$ cat config.mk
export PLATFORM = sky130hd
export DESIGN_NAME = ex_muldiv
export DESIGN_NICKNAME = d
export VERILOG_FILES = /design/src/rtl/ex_muldiv.sv
export SDC_FILE = /design/constraint.sdc
export NUM_CORES = 1
export LEC_CHECK = 0
export BUFFER_PORTS_ARGS = -buffer_cell sky130_fd_sc_hd__buf_4
export CAP_MARGIN = 20
export CORE_MARGIN = 5
export CORE_UTILIZATION = 30
export DETAILED_ROUTE_END_ITERATION = 6
export PLACE_DENSITY = 0.57
export SYNTH_ARGS = -nofsm -noshare
export SYNTH_HDL_FRONTEND = slang
export SYNTH_SLANG_ARGS = --single-unit
$ cat constraint.sdc
create_clock -name clk -period 4.6 [get_ports clk]
set_clock_uncertainty 0.15 [all_clocks]
set_input_delay 0.23 -clock clk [delete_from_list [all_inputs] [get_ports clk]]
set_output_delay 0.23 -clock clk [all_outputs]
set_load 0.005 [all_outputs]
$ cat src/rtl/ex_muldiv.sv
// Iterative multiply/divide unit for EX, owning the HI/LO pair.
// Shift-add multiply and restoring divide share one 2W working register.
module ex_muldiv #(
    parameter int W  = 32,
    parameter int CW = $clog2(W) + 1
) (
    input  logic         clk,
    input  logic         nrst,
    input  logic         i_EX_ctrl_MDValid,
    input  logic [2:0]   i_EX_ctrl_MDOp,
    input  logic [W-1:0] i_EX_data_A,
    input  logic [W-1:0] i_EX_data_B,
    input  logic         i_EX_ctrl_HiLoRead,
    input  logic         i_EX_ctrl_Flush,
    output logic         o_EX_ctrl_Stall,
    output logic         o_EX_ctrl_Busy,
    output logic         o_EX_ctrl_Done,
    output logic [W-1:0] o_EX_data_HI,
    output logic [W-1:0] o_EX_data_LO
);

    typedef enum logic [1:0] {IDLE, CALC, FIX} state_t;

    state_t         state;
    logic [2*W-1:0] acc;
    logic [W-1:0]   opnd;
    logic [CW-1:0]  cnt;
    logic           is_div;
    logic           neg_lo;
    logic           neg_hi;
    logic           b_zero;
    logic [W-1:0]   hi;
    logic [W-1:0]   lo;
    logic           busy;
    logic           done;

    logic           accept;
    logic           op_sgn;
    logic           sa;
    logic           sb;
    logic [W-1:0]   mag_a;
    logic [W-1:0]   mag_b;
    logic [W:0]     add;
    logic [2*W-1:0] mul_next;
    logic [W:0]     rsh;
    logic [W:0]     diff;
    logic [2*W-1:0] div_next;
    logic [2*W-1:0] fix_p;
    logic [W-1:0]   fix_q;
    logic [W-1:0]   fix_r;

    assign accept = i_EX_ctrl_MDValid & ~busy & ~i_EX_ctrl_Flush;
    assign op_sgn = ~i_EX_ctrl_MDOp[0];

    always_comb begin
        sa    = op_sgn & i_EX_data_A[W-1];
        sb    = op_sgn & i_EX_data_B[W-1];
        mag_a = sa ? (~i_EX_data_A + 1'b1) : i_EX_data_A;
        mag_b = sb ? (~i_EX_data_B + 1'b1) : i_EX_data_B;

        add      = {1'b0, acc[2*W-1:W]} + {1'b0, opnd};
        mul_next = acc[0] ? {add, acc[W-1:1]} : {1'b0, acc[2*W-1:1]};

        // restoring step: keep the shifted remainder when the trial goes negative
        rsh      = {acc[2*W-1:W], acc[W-1]};
        diff     = rsh - {1'b0, opnd};
        div_next = diff[W] ? {rsh[W-1:0], acc[W-2:0], 1'b0}
                           : {diff[W-1:0], acc[W-2:0], 1'b1};

        fix_p = neg_lo ? (~acc + 1'b1) : acc;
        fix_q = b_zero ? '1
              : (neg_lo ? (~acc[W-1:0] + 1'b1) : acc[W-1:0]);
        fix_r = neg_hi ? (~acc[2*W-1:W] + 1'b1) : acc[2*W-1:W];
    end

    always_ff @(posedge clk or negedge nrst) begin
        if (!nrst) begin
            state  <= IDLE;
            acc    <= '0;
            opnd   <= '0;
            cnt    <= '0;
            is_div <= 1'b0;
            neg_lo <= 1'b0;
            neg_hi <= 1'b0;
            b_zero <= 1'b0;
            hi     <= '0;
            lo     <= '0;
            busy   <= 1'b0;
            done   <= 1'b0;
        end else begin
            done <= 1'b0;
            unique case (state)
                IDLE: begin
                    if (accept) begin
                        unique case (i_EX_ctrl_MDOp)
                            3'b100: hi <= i_EX_data_A;
                            3'b101: lo <= i_EX_data_A;
                            3'b110, 3'b111: ;
                            default: begin
                                is_div <= i_EX_ctrl_MDOp[1];
                                b_zero <= (i_EX_data_B == '0);
                                opnd   <= i_EX_ctrl_MDOp[1] ? mag_b : mag_a;
                                acc    <= {{W{1'b0}},
                                           i_EX_ctrl_MDOp[1] ? mag_a : mag_b};
                                // a zero divisor forces LO to all ones instead
                                neg_lo <= (sa ^ sb) &
                                          ~(i_EX_ctrl_MDOp[1] & (i_EX_data_B == '0));
                                neg_hi <= sa;
                                cnt    <= '0;
                                busy   <= 1'b1;
                                state  <= CALC;
                            end
                        endcase
                    end
                end
                CALC: begin
                    if (i_EX_ctrl_Flush) begin
                        busy  <= 1'b0;
                        state <= IDLE;
                    end else begin
                        acc <= is_div ? div_next : mul_next;
                        cnt <= cnt + 1'b1;
                        if (cnt == CW'(W - 1)) state <= FIX;
                    end
                end
                FIX: begin
                    busy  <= 1'b0;
                    state <= IDLE;
                    if (!i_EX_ctrl_Flush) begin
                        done <= 1'b1;
                        if (is_div) begin
                            lo <= fix_q;
                            hi <= fix_r;
                        end else begin
                            lo <= fix_p[W-1:0];
                            hi <= fix_p[2*W-1:W];
                        end
                    end
                end
                default: state <= IDLE;
            endcase
        end
    end

    assign o_EX_ctrl_Stall = busy & (i_EX_ctrl_MDValid | i_EX_ctrl_HiLoRead);
    assign o_EX_ctrl_Busy  = busy;
    assign o_EX_ctrl_Done  = done;
    assign o_EX_data_HI    = hi;
    assign o_EX_data_LO    = lo;

endmodule
==> results of run 1 <==
[what timing repair did]
action / CTS / global route
hold buffers: 9 / 0
buffers inserted: 0 / 0
endpoints found under the hold margin: 55 / 0
[sequential cells by signal (all words and copies together), names as in the netlist]
register        cells
acc                64
b_zero              1
cnt                 6
is_div              1
neg_hi              1
neg_lo              1
o_EX_ctrl_Busy      1
o_EX_ctrl_Done      1
o_EX_data_HI       32
o_EX_data_LO       32
opnd               32
state               2
[cell families after synthesis]
group | count (synthesis) | share of synthesized area (%)
compound gates | 701 | 27.4
simple gates | 628 | 18.8
buf+inv | 206 | 5.07
xor+xnor | 174 | 9.83
flops | 174 | 28.1
fa+ha+maj | 75 | 6.15
mux | 68 | 4.63
[tightest hold or removal path, stage by stage]
cell     delay [ns]
buf_4          0.13
mux2i_1        0.09
o21ai_0        0.13
[worst max-delay path by stage]
stage	end	slack (ns)
floorplan	acc[35]	1.18
CTS	acc[40]	0.77
global route	acc[63]	0.50
global placement	acc[63]	0.86
detailed placement	acc[40]	0.78
finish	acc[40]	0.68
[layout make-up]
cell class	instances	area, sq um	area share [%]
Inverter	73	274	1.52
Multi-Input combinational cell	1646	10400	57.8
Clock inverter	15	195	1.08
Sequential cell	174	4360	24.2
Timing Repair Buffer	195	1500	8.34
Clock buffer	17	425	2.36
Tap cell	680	851	4.72
[layer usage]
layer	track usage [%]	share of wire [%]	vias to the layer above
met5	0	0.047	-
met4	4.69	1.9	4
met3	4.04	8.0	77
met2	33.5	44	619
met1	31.6	46	7850
li1	-	-	7451
[metrics by stage]
| step | hold WS, ns | instance area [sq um] | utilization (%) | power [uW] |
|---|---|---|---|---|
| 4_1_cts | 0.00488 | 18000 | 35.1 | 3600 |
| 2_1_floorplan | -0.216 | 15500 | - | 1760 |
| 3_3_place_gp | 0.0772 | 17300 | 33.7 | 1980 |
| 5_1_grt | 0.0214 | 18000 | 35.1 | 3690 |
| 3_5_place_dp | 0.0763 | 17300 | 33.7 | 1990 |
| 6_report | 0.0245 | 18000 | 35.1 | 3580 |
[power groups by stage]
stage               Sequential [uW]  Clock (uW)  Combinational, uW
global route                   1550        1690                455
global placement               1580           0                407
finish                         1550        1610                421
floorplan                      1580           0                180
CTS                            1550        1630                416
detailed placement             1580           0                409
[layout by cell type, fill, tap and decap left out, types with 50 or more instances in the layout]
master    Yosys  layout
nand2_1     231     230
o21ai_0     210     209
a21oi_1     204     204
buf_4         0     184
dfrtp_1     174     173
nor2_1      173     171
xnor2_1     109     109
inv_1        72      72
ha_1         73      71
xor2_1       65      65
a211oi_1     50      50
==> reports/qor.yml, run 1 <==
clocking:
  cts-buffers-inserted: 17
  path_clk_slew_ns: 0.08
  cts_tree: "built"
  htree_levels: 4
  cts_buffer_depth: 2
  cts_resized: 0
  cts_root_buffer: "clkbuf_16"
  clk_latency_ns: 0.46
  clkSinkCount: 174
final_layout:
  finalNetCount: 2254
  nFillCells: 5424
  instances_no_fill: 2800
  diodes: 0
  drive_gt1_share_pct: 12.7
  area_delta_synth_final_pct: 16.2
sta:
  period_minus_slack_ns: 3.92
  hold_viol_final: 0
  max_freq_mhz: 255
  fin_tns_setup_ns: 0
  worstMarginPinSlew_ns: 0.946
  min_period_over_period_pct: 85.3
  slew_violations: 0
  worst_slack_ns: 0.677
  slew-limit-headroom_pct: 36.9
  rsz0062_at_grt: "no"
  final-setup-viol-count: 0
setup_path:
  crit_family: "compound AO/OA/AOI/OAI gates"
  start_kind: "flop"
  slowest_delay_ns: 0.46
  r2r-end: "acc[40]"
  reg2reg_slack_ns: 0.68
  cp.depth: 13
  cp_max_fo: 46
  slowest_stage: "dfrtp_1"
  cp_cell_sequence: "inv_1 > ha_1 > fa_1 > nand2b_1 > a21oi_1 > o21bai_1 > o21ai_0 > a211oi_1 > a311oi_4 > buf_12 > mux2i_1 > o221ai_1 > a31o_2"
  path_class: "reg2reg"
  crit_start: "acc[31]"
  r2r_cells: 13
  cp-end-kind: "flop"
  crit_arrival_ns: 4.12
  r2r-start: "acc[31]"
  required_ns: 4.80
  cp_num_buf_inv: 2
global_routing:
  track_usage_pct: 21.7
  antenna_found_initial: 2
  grt_overflow: 0
  grt_pass1_vias: 14900
  grt_max_degree: 111
  grt_pass1_wl_um: 95100
synthesis:
  synth_most_common_cell: "nand2_1"
  synth.distinct_cells: 74
  synthesis.area_sq_um: 15500
  yosysWarnings: 0
  synth_enable_flop_cells: 0
  postSynthCellCount: 2026
  synth_seq_area_share_pct: 28.1
  syn-mean-instance-area_sq_um: 7.65
  ys_top_cells_by_area: "dfrtp_1, o21ai_0, a21oi_1"
  synth_seq_cells: 174
  yosys-top-cells-count: "nand2_1, o21ai_0, a21oi_1"
  synth_top_cell_by_area: "dfrtp_1"
  synthesis.nets: 2173
  ys.flop_type: "dfrtp_1"
  synthArstFlopShare_pct: 100
  synth_top_area_share_pct: 28.1
place:
  place_inst: 2758
  port_buffers: 138
  dpl.hpwl_um: 49400
  gp_routability_congestion: 0.980
  preCtsSetupSlack_ns: 0.783
detailed_routing:
  routed_wl_um: 63400
  wl_per_cell_um: 22.6
  drt-initial-drc-count: 1700
  routed-via-count: 16000
  ant_nets: 0
  drc_errors: 0
  dr.pass1.iters: 6
  avgViaCountPerCell: 5.71
floorplanning:
  core_sq_um: 51300
  rows: 83
  boundaryPins: 139
  dieArea_sq_um: 56300
  initial_utilization_pct: 30.2
  fp.dieW_um: 237
  die_y_um: 237
min_path:
  worstHoldPathCells: 3
  hold_start: "i_EX_data_B[0]"
  min_to: "opnd[0]"
  hp-class: "in2reg"
power_and_ir_drop:
  swShare_pct: 28.3
  ir_worst_vdd_mv: 0.221
  leakage_uw: 0.00806
  comb_power_share_pct: 11.8
  powerDensity_nw_per_um2: 198
  power_frac_seq_pct: 43.3
  p_switching_uw: 1010
  pwr-share-clk_pct: 45.0
  internal_power_uw: 2560
status:
  status: "complete, no violations"
flow_run:
  drv_cap: 0
(Power assumes the default switching activity.)
==> run 2: changes to the inputs <==
Settings changed: CORE_UTILIZATION 30 to 59, PLACE_DENSITY 0.57 to 0.9.
==> run 2 against run 1 <==
Effect of this change: the run now ends with design-rule violations left; sequential power about the same; global-route usage up 16 points; hold slack worse by 0.0012 ns; largest cell class unchanged.
==> reports/qor.yml, run 2 (synthesis gave the netlist of run 1 again) <==
sta:
  worstMarginPinSlew_ns: 1.05  # +0.108 ns
  fin_tns_setup_ns: 0  # unchanged
  slew-limit-headroom_pct: 29.6  # -7.3 points
  final-setup-viol-count: 0  # unchanged
  period_minus_slack_ns: 4.13  # +0.205 ns
  max_freq_mhz: 242  # -5.0%
  hold_viol_final: 0  # unchanged
  worst_slack_ns: 0.472  # -0.205 ns
  min_period_over_period_pct: 89.7  # +4.5 points
  whs_ns: 0.0234  # -0.00116 ns
  slew_violations: 0  # unchanged
  rsz0062_at_grt: "no"
floorplanning:
  fp.dieW_um: 172  # -27%
  initial_utilization_pct: 59.7  # +29 points
  boundaryPins: 139  # unchanged
  core_sq_um: 26000  # -49%
  dieArea_sq_um: 29600  # -47%
  die_y_um: 172  # -27%
  rows: 59  # -29%
clocking:
  cts-buffers-inserted: 17  # unchanged
  cts_setup_buffers: 0  # unchanged
  cts_tree: "built"
  cts_resized: 0  # unchanged
  clkSinkCount: 174  # unchanged
  clk_latency_ns: 0.45  # about the same
  cts_root_buffer: "clkbuf_16"
  cts_buffer_depth: 2  # unchanged
  ctsHoldBuffers: 6  # -3
  path_clk_slew_ns: 0.09  # about the same
  htree_levels: 4  # unchanged
setup_path:
  crit_arrival_ns: 4.32  # +0.20 ns
  cp_max_fo: 46  # unchanged
  cp-end-kind: "flop"
  required_ns: 4.79  # about the same
  path_class: "reg2reg"
  start_kind: "flop"
detailed_routing:
  dr.pass1.iters: 7  # +1
  wl_per_cell_um: 23.1  # +1.8%
  routed_wl_um: 56200  # -11%
  routed-via-count: 16300  # +1.7%
  ant_nets: 0  # unchanged
  drt-initial-drc-count: 2113  # +24%
  drc_errors: 11  # +11
  avgViaCountPerCell: 6.67  # +17%
global_routing:
  grt_max_degree: 111  # unchanged
  grt_pass1_wl_um: 87400  # -8.1%
  grt_pass1_vias: 15500  # +4.0%
  track_usage_pct: 38.0  # +16 points
  grt_overflow: 0  # unchanged
  antenna_found_initial: 3  # +1
power_and_ir_drop:
  powerDensity_nw_per_um2: 198  # -0.36%
  swShare_pct: 30.0  # +1.7 points
  power_frac_seq_pct: 44.8  # +1.5 points
  ir_worst_vdd_mv: 0.209  # -5.5%
  comb_power_share_pct: 11.8  # about the same
  internal_power_uw: 2420  # -5.8%
  p_switching_uw: 1030  # +2.1%
  pwr-share-clk_pct: 43.3  # -1.7 points
  power_uw: 3450  # -3.6%
  leakage_uw: 0.00798  # -0.97%
status:
  status: "complete, but fails checks"
  violations: "design-rule violations"
final_layout:
  nFillCells: 2241  # -59%
  drive_gt1_share_pct: 12.1  # -0.66 points
  finalNetCount: 2237  # -0.75%
  regMostFlops: "acc"
  diodes: 0  # unchanged
  final_cell_mix: "nand2_1, o21ai_0, a21oi_1"
  largest_reg_flops: 64  # unchanged
  mostFrequentLayoutCell: "nand2_1"
  fin_area_sq_um: 17400  # -3.2%
  area_delta_synth_final_pct: 12.5
flow_run:
  drv_cap: 0  # unchanged
place:
  preCtsSetupSlack_ns: 0.580  # -0.203 ns
  port_buffers: 138  # unchanged
  gp_routability_congestion: 1.05  # +6.7%
  placed_cell_area_sq_um: 16800  # -3.1%
  dpl.hpwl_um: 43100  # -13%
min_path:
  hp-class: "in2reg"
run 2: cell types whose count changed in the layout (fill, tap and decap cells not counted), sizes merged:
cell and change:
buf -14, bufinv -3, clkinvlp -3, dlygate4sd3 -3
inv +3, clkinv +2, clkbuf +1
run 2: path summary, 6_finish.rpt:
| path | from | slack (ns) | to | cells after the start |
|---|---|---|---|---|
| worst min register to register | o_EX_data_HI[15] | 0.33 | o_EX_data_HI[15] | 2 |
| min in group asynchronous | nrst | 0.20 | o_EX_data_LO[8] | 2 |
| worst max-delay path | acc[31] | 0.47 | acc[40] | 13 |
| worst min-delay path | i_EX_data_A[6] | 0.02 | o_EX_data_LO[6] | 3 |
| max in group asynchronous | nrst | 3.00 | is_div | 3 |
| worst max register to register | acc[31] | 0.47 | acc[40] | 13 |
run 2: layer usage:
layer	GRT usage, %	vias to the layer above	share of wire [%]
met5	0	-	0.073
met4	16.9	6	5.7
met3	10.7	237	11
li1	-	7435	-
met1	50.2	7626	39
met2	58.2	963	44
run 2: worst max-delay path: stages (launching register included):
cell and delay [ns]:
dfrtp_1 0.47, inv_1 0.11, ha_1 0.26, fa_1 0.42, nand2b_1 0.18, a21oi_1 0.26
o21bai_1 0.21, o21ai_0 0.51, a211oi_1 0.21, a311oi_4 0.35, buf_12 0.29, mux2i_1 0.22
o221ai_1 0.12, a31o_2 0.23
run 2: area by class of cell:
| cell class | instances | area, sq um | area share, % |
|---|---|---|---|
| multi-input cells | 1646 | 10400 | 59.7 |
| flip-flops and latches | 174 | 4360 | 25.0 |
| repair buffers | 178 | 1410 | 8.10 |
| clock buffers | 18 | 429 | 2.46 |
| well taps | 335 | 419 | 2.40 |
| inverters | 73 | 274 | 1.57 |
| clock inverters | 14 | 139 | 0.796 |
run 2: stage by stage:
stage | instances | utilization (%)
after floorplan | 2026 | -
after global placement | 2398 | 64.5
after detailed placement | 2398 | 64.5
after CTS | 2436 | 66.9
after global routing | 2438 | 67.1
final | 2438 | 67.1
run 2: power by group through the flow:
stage / Sequential, uW / Clock (uW) / Combinational, uW
after floorplan: 1580 / 0 / 180
after global placement: 1580 / 0 / 383
after detailed placement: 1580 / 0 / 390
after CTS: 1550 / 1480 / 396
after global routing: 1550 / 1560 / 439
final: 1550 / 1490 / 408
==> run 3: changes to the inputs <==
Settings changed: MAX_ROUTING_LAYER from default to met4.
==> run 3 against run 2 <==
Effect of this change: the run now ends clean; sequential share of layout area is essentially flat; cell count grew 0.21%; global-route usage grew 1.9 points; final area grew 0.15%; utilization grew 0.10 points; maximum frequency grew 2.2%; critical endpoint unchanged.
==> reports/qor.yml, run 3 (synthesis gave the netlist of run 1 again) <==
clocking:
  path_clk_slew_ns: 0.08  # about the same
  cts_resized: 0  # unchanged
  cts_root_buffer: "clkbuf_16"
  cts-buffers-inserted: 17  # unchanged
  cts_buffer_depth: 2  # unchanged
  clk_latency_ns: 0.44  # about the same
  htree_levels: 4  # unchanged
  cts_tree: "built"
  clkSinkCount: 174  # unchanged
setup_path:
  r2r-start: "acc[31]"
  required_ns: 4.78  # about the same
  reg2reg_slack_ns: 0.56  # +0.09 ns
  cp.depth: 13  # unchanged
  r2r-end: "acc[40]"
  cp_cell_sequence: "inv_1 > ha_1 > fa_1 > nand2b_1 > a21oi_1 > o21bai_1 > o21ai_0 > a211oi_1 > a311oi_4 > buf_4 > mux2i_1 > o221ai_1 > a31o_2"
  slowest_stage: "dfrtp_1"
  path_class: "reg2reg"
  start_kind: "flop"
  crit_arrival_ns: 4.22  # -0.10 ns
  crit_start: "acc[31]"
  cp_max_fo: 33  # -28%
  cp-end-kind: "flop"
  cp_num_buf_inv: 2  # unchanged
  crit_family: "compound AO/OA/AOI/OAI gates"
  slowest_delay_ns: 0.46  # -0.05 ns
  r2r_cells: 13  # unchanged
detailed_routing:
  avgViaCountPerCell: 6.66  # -0.23%
  ant_nets: 0  # unchanged
  routed-via-count: 16300  # -0.025%
  drt-initial-drc-count: 1886  # -11%
  wl_per_cell_um: 23.5  # +1.8%
  dr.pass1.iters: 6  # -1
  routed_wl_um: 57400  # +2.0%
  drc_errors: 0  # -11
power_and_ir_drop:
  powerDensity_nw_per_um2: 201  # +1.6%
  ir_worst_vdd_mv: 0.250  # +20%
  power_uw: 3510  # +1.8%
  leakage_uw: 0.00798  # about the same
sta:
  period_minus_slack_ns: 4.04  # -0.0880 ns
  max_freq_mhz: 248  # +2.2%
  slew-limit-headroom_pct: 29.5  # -0.11 points
  final-setup-viol-count: 0  # unchanged
  worstMarginPinSlew_ns: 1.06  # +0.00168 ns
  min_period_over_period_pct: 87.8  # -1.9 points
  fin_tns_setup_ns: 0  # unchanged
  whs_ns: 0.0385  # +0.0151 ns
  rsz0062_at_grt: "no"
  slew_violations: 0  # unchanged
  hold_viol_final: 0  # unchanged
flow_run:
  drv_cap: 0  # unchanged
final_layout:
  finalNetCount: 2240  # +0.13%
  regMostFlops: "acc"
  final_cell_mix: "nand2_1, o21ai_0, a21oi_1"
  fin_area_sq_um: 17500  # +0.15%
  drive_gt1_share_pct: 12.3  # +0.22 points
  largest_reg_flops: 64  # unchanged
  final_core_util_pct: 67.2  # +0.10 points
  area_delta_synth_final_pct: 12.7
  mostFrequentLayoutCell: "nand2_1"
floorplanning:
  core_sq_um: 26000  # unchanged
  rows: 59  # unchanged
  initial_utilization_pct: 59.7  # unchanged
  fp.dieW_um: 172  # unchanged
  dieArea_sq_um: 29600  # unchanged
  boundaryPins: 139  # unchanged
  die_y_um: 172  # unchanged
global_routing:
  antenna_found_initial: 3  # unchanged
  track_usage_pct: 39.9  # +1.9 points
  grt_pass1_vias: 15500  # -0.0065%
  grt_max_degree: 111  # unchanged
  grt_pass1_wl_um: 89300  # +2.2%
  grt_overflow: 0  # unchanged
place:
  placed_cell_area_sq_um: 16800  # +0.15%
  port_buffers: 138  # unchanged
  gp_routability_congestion: 1.06  # +1.7%
  dpl.hpwl_um: 43400  # +0.84%
min_path:
  hp-class: "in2reg"
  worstHoldPathCells: 3  # unchanged
  min_to: "o_EX_data_LO[17]"
  hold_start: "i_EX_data_A[17]"
status:
  status: "complete, no violations"
run 3: power breakdown:
| part | internal (uW) | total [uW] | switching (uW) | leakage (uW) |
|---|---|---|---|---|
| Combinational | 148 | 410 | 261 | 0.00540 |
| Sequential | 1540 | 1550 | 7.10 | 0.00229 |
| Clock | 821 | 1550 | 734 | 0.000291 |
| Total | 2510 | 3510 | 1000 | 0.00798 |
run 3: final cells by class:
| cell class | instances | area, sq um |
|---|---|---|
| fill | 2267 | 8520 |
| sequential | 174 | 4360 |
| antenna | 2 | 5.00 |
| multi-input combinational | 1646 | 10400 |
| clock inverter | 15 | 169 |
| clock buffer | 17 | 425 |
| inverter | 73 | 274 |
| tap | 335 | 419 |
| timing repair buffer | 181 | 1410 |
run 3: worst max path at each step:
| stage | end | slack [ns] |
|---|---|---|
| after global placement | acc[40] | 0.82 |
| after floorplan | acc[35] | 1.18 |
| after detailed placement | acc[40] | 0.68 |
| after global routing | acc[40] | 0.34 |
| after CTS | acc[40] | 0.62 |
| final | acc[40] | 0.56 |
run 3: metal layers:
layer  vias up  routed length, um  GRT usage (%)  share of wire (%)
met3       199               6400           9.12                 11
met4         0               2850           16.6                5.0
met2       937              25300           60.1                 44
met5         -                  0              -                  0
li1       7462                  -              -                  -
met1      7665              22800           52.0                 40
run 3: repair_timing:
action	in CTS	in global routing
hold endpoints to repair	89	0
setup endpoints to repair	0	0
setup buffers	0	0
hold buffers	5	0
run 3: per-stage QoR:
step                      setup slack (ns)  cells
after global placement               0.821   2403
after detailed placement             0.680   2403
after floorplan                       1.18   2026
after CTS                            0.622   2440
final                                0.560   2443
after global routing                 0.344   2443
run 3: worst reg2reg max path, stage by stage, from the launching register on:
cell	delay [ns]
dfrtp_1	0.46
inv_1	0.11
ha_1	0.24
fa_1	0.40
nand2b_1	0.20
a21oi_1	0.25
o21bai_1	0.20
o21ai_0	0.39
a211oi_1	0.20
a311oi_4	0.32
buf_4	0.43
mux2i_1	0.24
o221ai_1	0.12
a31o_2	0.24
